### src/rtl/div_iter_pkg.sv
// Shared definitions for the iterative divider: FSM states, iteration count
// and the SPECIAL-class funct codes the decoder uses to raise div_valid.
package div_iter_pkg;

  typedef enum logic [1:0] {
    DIV_IDLE = 2'd0,
    DIV_BUSY = 2'd1,
    DIV_DONE = 2'd2
  } div_state_e;

  localparam int unsigned DIV_CYCLES = 32;

  localparam logic [5:0] FUNCT_DIV  = 6'h1A;
  localparam logic [5:0] FUNCT_DIVU = 6'h1B;

endpackage

### src/rtl/div_iter.sv
// Radix-2 restoring divider (DIV/DIVU): one quotient bit per cycle, {rem, quo} out.
// Optional macro DIV_ZERO_FAST_EN: a zero divisor skips straight to DONE.
import div_iter_pkg::*;

module div_iter #(
  parameter int unsigned DATA_W = DIV_CYCLES
) (
  input  logic                  clk,
  input  logic                  rst,
  input  logic                  div_valid,
  input  logic                  signed_div,
  input  logic                  annul,
  input  logic [DATA_W-1:0]     a,
  input  logic [DATA_W-1:0]     b,
  output logic [2*DATA_W-1:0]   result,
  output logic                  ready,
  output logic                  stall_div
);

  localparam int unsigned CW = $clog2(DATA_W);

  div_state_e        state, state_nxt;
  logic [DATA_W-1:0] rem, quo, dvs;
  logic [CW-1:0]     cnt;
  logic              sq, sr;
  logic [DATA_W-1:0] abs_a, abs_b;
  logic [DATA_W:0]   rem_ext;
  logic [DATA_W+1:0] trial;
  logic              last;

  assign abs_a = (signed_div && a[DATA_W-1]) ? -a : a;
  assign abs_b = (signed_div && b[DATA_W-1]) ? -b : b;

  // The dividend sits in quo and shifts into rem one bit per step.
  assign rem_ext = {rem, quo[DATA_W-1]};
  // One extra bit beyond DATA_W+1 keeps the borrow unambiguous when rem_ext's MSB is set.
  assign trial   = {1'b0, rem_ext} - {2'b00, dvs};
  assign last    = (cnt == CW'(DATA_W - 1));

  always_ff @(posedge clk) begin
    if (rst) state <= DIV_IDLE;
    else     state <= state_nxt;
  end

  always_comb begin
    state_nxt = state;
    unique case (state)
      DIV_IDLE: if (div_valid) begin
`ifdef DIV_ZERO_FAST_EN
        state_nxt = (b == '0) ? DIV_DONE : DIV_BUSY;
`else
        state_nxt = DIV_BUSY;
`endif
      end
      DIV_BUSY: if (last) state_nxt = DIV_DONE;
      DIV_DONE: state_nxt = DIV_IDLE;
      default:  state_nxt = DIV_IDLE;
    endcase
    if (annul) state_nxt = DIV_IDLE;
  end

  always_ff @(posedge clk) begin
    if (rst || annul) begin
      rem <= '0;
      quo <= '0;
      dvs <= '0;
      cnt <= '0;
      sq  <= 1'b0;
      sr  <= 1'b0;
    end else begin
      unique case (state)
        DIV_IDLE: if (div_valid) begin
          dvs <= abs_b;
          sq  <= signed_div & (a[DATA_W-1] ^ b[DATA_W-1]);
          sr  <= signed_div & a[DATA_W-1];
          cnt <= '0;
          rem <= '0;
          quo <= abs_a;
`ifdef DIV_ZERO_FAST_EN
          if (b == '0) begin
            rem <= abs_a;
            quo <= '1;
          end
`endif
        end
        DIV_BUSY: begin
          rem <= trial[DATA_W+1] ? rem_ext[DATA_W-1:0] : trial[DATA_W-1:0];
          quo <= {quo[DATA_W-2:0], ~trial[DATA_W+1]};
          cnt <= cnt + 1'b1;
        end
        default: ;
      endcase
    end
  end

  always_comb begin
    ready     = (state == DIV_DONE);
    result    = '0;
    if (ready) result = {sr ? -rem : rem, sq ? -quo : quo};
    stall_div = div_valid & ~ready & ~annul;
  end

endmodule

### config.mk
export PLATFORM = sky130hd
export DESIGN_NAME = div_iter
export DESIGN_NICKNAME = d
export VERILOG_FILES = /design/src/rtl/div_iter_pkg.sv /design/src/rtl/div_iter.sv
export SDC_FILE = /design/constraint.sdc
export NUM_CORES = 1
export LEC_CHECK = 0
export CORE_ASPECT_RATIO = 0.75
export CORE_UTILIZATION = 40
export CTS_CLUSTER_SIZE = 40
export DETAILED_ROUTE_END_ITERATION = 8
export GPL_TIMING_DRIVEN = 0
export SLEW_MARGIN = 10
export SYNTH_ARGS = -nofsm -noshare
export SYNTH_HDL_FRONTEND = slang
export SYNTH_SLANG_ARGS = --single-unit
export TNS_END_PERCENT = 30
### constraint.sdc
create_clock -name clk -period 6.05 [get_ports clk]
set_input_delay 1.815 -clock clk [delete_from_list [all_inputs] [get_ports clk]]
set_output_delay 1.815 -clock clk [all_outputs]
set_load 0.05 [all_outputs]
### Word level (Yosys, flattened, before mapping)

Index checks and enable logic that the tools add are counted.

| cells by class | value |
|---|---|
| $add $sub $neg | 6 |
| equal/unequal tests | 5 |
| muxes and demuxes | 15 |
| bitwise logic cells | 8 |
| reduce and logical (&&, ||, !) cells | 9 |

Operators by type and width:

| operator | count |
|---|---|
| $mux 32 | 7 |
| $neg 32->32 | 4 |
| $pmux 32 s2 | 2 |
| $mux 64 | 1 |
| $sub 33x32->34 | 1 |
| $pmux 5 s2 | 1 |
| $reduce_and 2->1 | 3 |
| $add 5x1->5 const B | 1 |
| $eq 5x5->1 const B | 1 |
| $mux 5 | 1 |
| $and 1x1->1 | 4 |
| $mux 2 | 2 |
| $ne 2x2->1 const B | 2 |
| $pmux 2 s2 | 1 |
| $not 1->1 | 3 |
| $eq 2x1->1 const B | 1 |
| $eq 2x2->1 const B | 1 |
| $logic_and 1x1->1 | 2 |
| $logic_not 2->1 | 1 |
| $reduce_bool 2->1 | 1 |
| $reduce_or 2->1 | 1 |
| $logic_or 1x1->1 | 1 |
| $xor 1x1->1 | 1 |

| storage, ports and cells | value |
|---|---|
| bits in registers | 105 |

### Depth between registers and ports, before layout

Gate-level depths: netlist of run 1.

| logic depth | value |
|---|---|
| depth after elaboration | 4 |
| mapped depth | 14 |

### Worst setup path after synthesis of run 1

No wires, ideal clock.

| timing | value |
|---|---|
| path type | register -> output |
| start point | register quo[11] |
| end point | output port result[29] |
| arrival | 3.606 ns |
| required time | 4.235 ns |
| setup slack | 0.629 ns |
| cell stages (with the launch flop) | 10 |
| buffers on the path | 0 |
| cells stage by stage | dfxtp_1 > or4_4 > or4_4 > or3_4 > or3_4 > or2_1 > or3_4 > o31ai_1 > xor2_1 > nor2_1 |

| on the way | value |
|---|---|
| word-level cells in the longest chain between the ends | 3 |

RTL lines:

| item | line | text |
|---|---|---|
| start, declared | div_iter.sv:23 | `logic [DATA_W-1:0] rem, quo, dvs;` |
| start signal, assigned | div_iter.sv:78 | `quo <= abs_a;` |
| start signal, assigned | div_iter.sv:88 | `quo <= {quo[DATA_W-2:0], ~trial[DATA_W+1]};` |
| $neg 32->32 | div_iter.sv:99 | `if (ready) result = {sr ? -rem : rem, sq ? -quo : quo};` |
| $mux 32 | div_iter.sv:99 |  |
| $mux 64 | div_iter.sv:99 |  |
| end, declared | div_iter.sv:15 | `output logic [2*DATA_W-1:0] result,` |

Every way passes these cells.

### Final worst setup path of run 1

| timing | value |
|---|---|
| start point | register quo[11] |
| end point | output port result[31] |

Same word-level chain as after synthesis.

==> impl_summary.log, run 1 <==
[metrics] result of the run: finished, final reports clean
[metrics] Routed wire per std cell: roughly 17 µm
[metrics] shortest clock period the worst path allows after layout: around 6.0 ns
[metrics] crit path DAT: roughly 4.2 ns
[metrics] Syn Std Cell Area: about 8500 µm²
[metrics] number of buffers on the longest clock path: 2
[metrics] total count of hold-check failures in the final report: 0
[metrics] number of nets at the end of the flow: between 1000 and 1500
[metrics] sequential area share after synthesis: between 20% and 30%
[metrics] clock tree skew after final layout: roughly 0.011 ns
[metrics] largest net degree at the start of global routing: 18
[metrics] final-report setup violation count: 0
[metrics] number of diodes: 0
[metrics] count of max-cap constraint violations: 0
[metrics] path type of the worst setup path: reg -> out
[metrics] number of flops mapped to enable cells by yosys: 0
[metrics] count of final max-slew check failures: 0
[metrics] clock slew at the register clock pins of the worst setup and hold paths: 0.08 ns
[metrics] Rows: between 40 and 50
[metrics] library cell appearing most often on the critical path: sky130_fd_sc_hd__or3_4
[metrics] post-cts sizing count: 3
[metrics] clock latency on the worst-skew pair: 0.36 ns
[metrics] maximum resistive drop on vdd: roughly 110 µV
[metrics] total nets after synthesis: roughly 1300
[metrics] area growth from synthesis to final layout: 23.7%
[metrics] number of global-route vias before repair: 7843
[metrics] Slowest Stage Delay on Critical Path: approximately 0.60 ns
[metrics] total non-filler cell area in the finished layout: between 10000 and 15000 µm²
[metrics] fraction of final layout cells sized beyond drive strength 1: ~2.4%
[metrics] Std-Cell Core Area: roughly 20000 µm²
[metrics] DRT iter0 DRCs: approximately 700
[metrics] type of element launching the critical path: flip-flop
[metrics] TritonCTS clock tree: yes
[metrics] die boundary height: between 100 and 150 µm
[metrics] total number of yosys warnings: 0
[metrics] crit path capture type: output pin
[metrics] CTS Root Cell: sky130_fd_sc_hd__clkbuf_16
[metrics] Antenna Violating Nets Remaining: 0
[metrics] detailed placer's ending HPWL: 21900 µm
[metrics] CP max-delay cell: sky130_fd_sc_hd__or4_4
[metrics] Netlist cell types: 57
[metrics] hold bufs inserted after CTS: 0
[metrics] syn_area_per_cell: 7.31 µm²
[metrics] maximum level of the CTS H-tree: 3
[metrics] number of antenna violations at the first check in global routing: 0
[metrics] flops & latches, synth: roughly 110
[metrics] fraction of the cycle the final worst path needs: between 90% and 100%
[metrics] endpoint required time on the critical path: ~4.2 ns
[metrics] leakage: 0.00410 µW
[metrics] setup TNS: 0 ns
[metrics] instance area at placement: 10200 µm²
[metrics] area of the die: between 20000 and 25000 µm²
[metrics] maximum clock frequency: around 170 MHz
[metrics] worst hold path class: reg -> reg
[metrics] Async SR Flop Fraction: 0%
[metrics] most common cell after layout, fill and taps aside: sky130_fd_sc_hd__nor2_1
[metrics] Residual DRC: 0
[metrics] Power per Cell Area: between 150 and 200 nW/µm²
[metrics] most used flip-flop cell after synthesis: sky130_fd_sc_hd__dfxtp_1
[metrics] wire length of the first global-routing pass: around 43000 µm
[metrics] DRT Wirelength: approximately 27000 µm
[metrics] count of port buffers added during placement: 134
[metrics] width of the die: 170 µm
[metrics] commonest non-fill, non-tap cells in the layout: sky130_fd_sc_hd__nor2_1 (145), sky130_fd_sc_hd__clkdlybuf4s50_1 (128), sky130_fd_sc_hd__nand2_1 (127), sky130_fd_sc_hd__dfxtp_1 (105), sky130_fd_sc_hd__a21oi_1 (92)
[metrics] 1st-pass router iterations: 5
[metrics] routed via count: ~8700
[metrics] starting density of the core: 41.4%
[metrics] normalized max-slew margin: roughly 28%
[metrics] maximum fanout encountered on the critical timing path: 7
[metrics] sum of overflow across all layers after global routing: 0
[metrics] total global routing track utilization: between 20% and 30%
[metrics] actual slew at the worst max-slew pin: 1.07 ns
[metrics] RSZ-0062 raised after global routing: yes
[metrics] Final GP Congestion: about 0.92
[metrics] number of instances in the synthesized netlist: 1163
[metrics] series of cell instances along the critical path: or4_4 -> or4_4 -> or3_4 -> or3_4 -> or2_1 -> or3_4 -> o31ai_4 -> xnor2_1 -> nor2_1 -> clkdlybuf4s15_1
[metrics] I/O pin total: around 140
[metrics] CTS sink count: between 100 and 150
[metrics] setup fix buffers added after clock tree synthesis: 0
[metrics] number of buffers created by CTS: 9
[metrics] Via-to-Cell Ratio: between 5 and 6
## worst paths after layout
| path | from | endpoint | slack, ns | depth (start not counted) |
|---|---|---|---|---|
| max reg2reg | rem[23]$_SDFFE_PP0P_ | quo[0]$_SDFFE_PP0P_ | 1.14 | 13 |
| min reg2reg | dvs[30]$_SDFFE_PP0P_ | dvs[30]$_SDFFE_PP0P_ | 0.46 | 2 |
| max | quo[11]$_SDFFE_PP0P_ | result[31] | 0.08 | 10 |
| min | dvs[30]$_SDFFE_PP0P_ | dvs[30]$_SDFFE_PP0P_ | 0.46 | 2 |
## through the flow
step / power (µW) / cells / hold WS (ns) / setup WS, ns / utilization (%)
after detailed placement: 1210 / 1579 / 0.447 / 0.175 / 49.6
final: 1850 / 1595 / 0.455 / 0.0778 / 51.2
after floorplan: 1050 / 1163 / 0.432 / 0.629 / -
after CTS: 1860 / 1595 / 0.458 / 0.0490 / 51.1
after global routing: 1940 / 1595 / 0.471 / -0.0854 / 51.2
after global placement: 1210 / 1579 / 0.444 / 0.155 / 49.6
## state kept, by name, indices dropped and copies added, names as in the netlist
name,cells
sr,1
rem,32
sq,1
quo,32
state,2
dvs,32
cnt,5
## cells by family after synthesis
| family | after synthesis | share of synthesized area [%] |
|---|---|---|
| muxes | 26 | 3.06 |
| xor gates and xnor gates | 143 | 14.7 |
| buffers and inverters | 122 | 5.43 |
| adders and majority gates | 39 | 5.83 |
| AOI/OAI and AO/OA | 336 | 25.2 |
| DFF | 105 | 24.7 |
| and+or+nand+nor | 392 | 21.0 |
## cell usage after synthesis (8+ instances only)
library cell               count  area [µm²]
sky130_fd_sc_hd__nand3_1      18        90.1
sky130_fd_sc_hd__nand2b_1      8        50.1
sky130_fd_sc_hd__inv_1        54         203
sky130_fd_sc_hd__nor2_1      145         544
sky130_fd_sc_hd__nand4_1       8        50.1
sky130_fd_sc_hd__or4_1        10        75.1
sky130_fd_sc_hd__a21oi_1      92         460
sky130_fd_sc_hd__a21o_1       11        82.6
sky130_fd_sc_hd__nor4_1        9        56.3
sky130_fd_sc_hd__clkbuf_1     55         206
sky130_fd_sc_hd__o41ai_1      18         158
sky130_fd_sc_hd__nor3_1       12        60.1
sky130_fd_sc_hd__mux2i_1      26         260
sky130_fd_sc_hd__o21ai_0      83         415
sky130_fd_sc_hd__o31ai_1      25         188
sky130_fd_sc_hd__a31oi_1       9        56.3
sky130_fd_sc_hd__ha_1         38         475
sky130_fd_sc_hd__xnor2_1      52         455
sky130_fd_sc_hd__xor2_1       91         797
sky130_fd_sc_hd__a211oi_1     29         218
sky130_fd_sc_hd__nand2_1     127         477
sky130_fd_sc_hd__a22oi_1      31         233
sky130_fd_sc_hd__buf_1        10        37.5
sky130_fd_sc_hd__or3_1        16         100
sky130_fd_sc_hd__dfxtp_1     105        2100
## layer usage
layer	vias to the layer above	track usage, %	share of wire [%]
met5	-	0	0
met2	238	36.3	40
li1	4402	-	-
met3	24	4.57	6.0
met1	4066	39.1	52
met4	0	6.15	1.5
## critical path, delay by kind of cell (launching register included)
family	cells	cell delay, ns
simple gates	7	2.57
flops	1	0.38
buf+inv	1	0.53
compound gates	1	0.23
xor+xnor	1	0.08
## power by group
group / switching (µW) / internal [µW]
clock network: 285 / 365
logic: 271 / 197
registers: 20.6 / 710
## cell type report
cell class	count	area [µm²]
sequential	105	2100
clock inverter	6	87.6
clock buffer	10	229
multi-input combinational	936	5940
timing repair buffer	134	1340
tap	282	353
inverter	54	203
buffer	68	259
fill	2099	10000
Power figures use the tool's default switching activity.
==> run 2, diff against run 1 <==
Settings changed: CAP_MARGIN from default to 15.
==> results of run 2 <==
Same layout as run 1: the final DEF is identical, and so are final timing and power.
==> run 3, diff against run 2 <==
Settings changed: CAP_MARGIN 15 to default.
==> results of run 3 <==
Same layout as run 1: the final DEF is identical, and so are final timing and power.
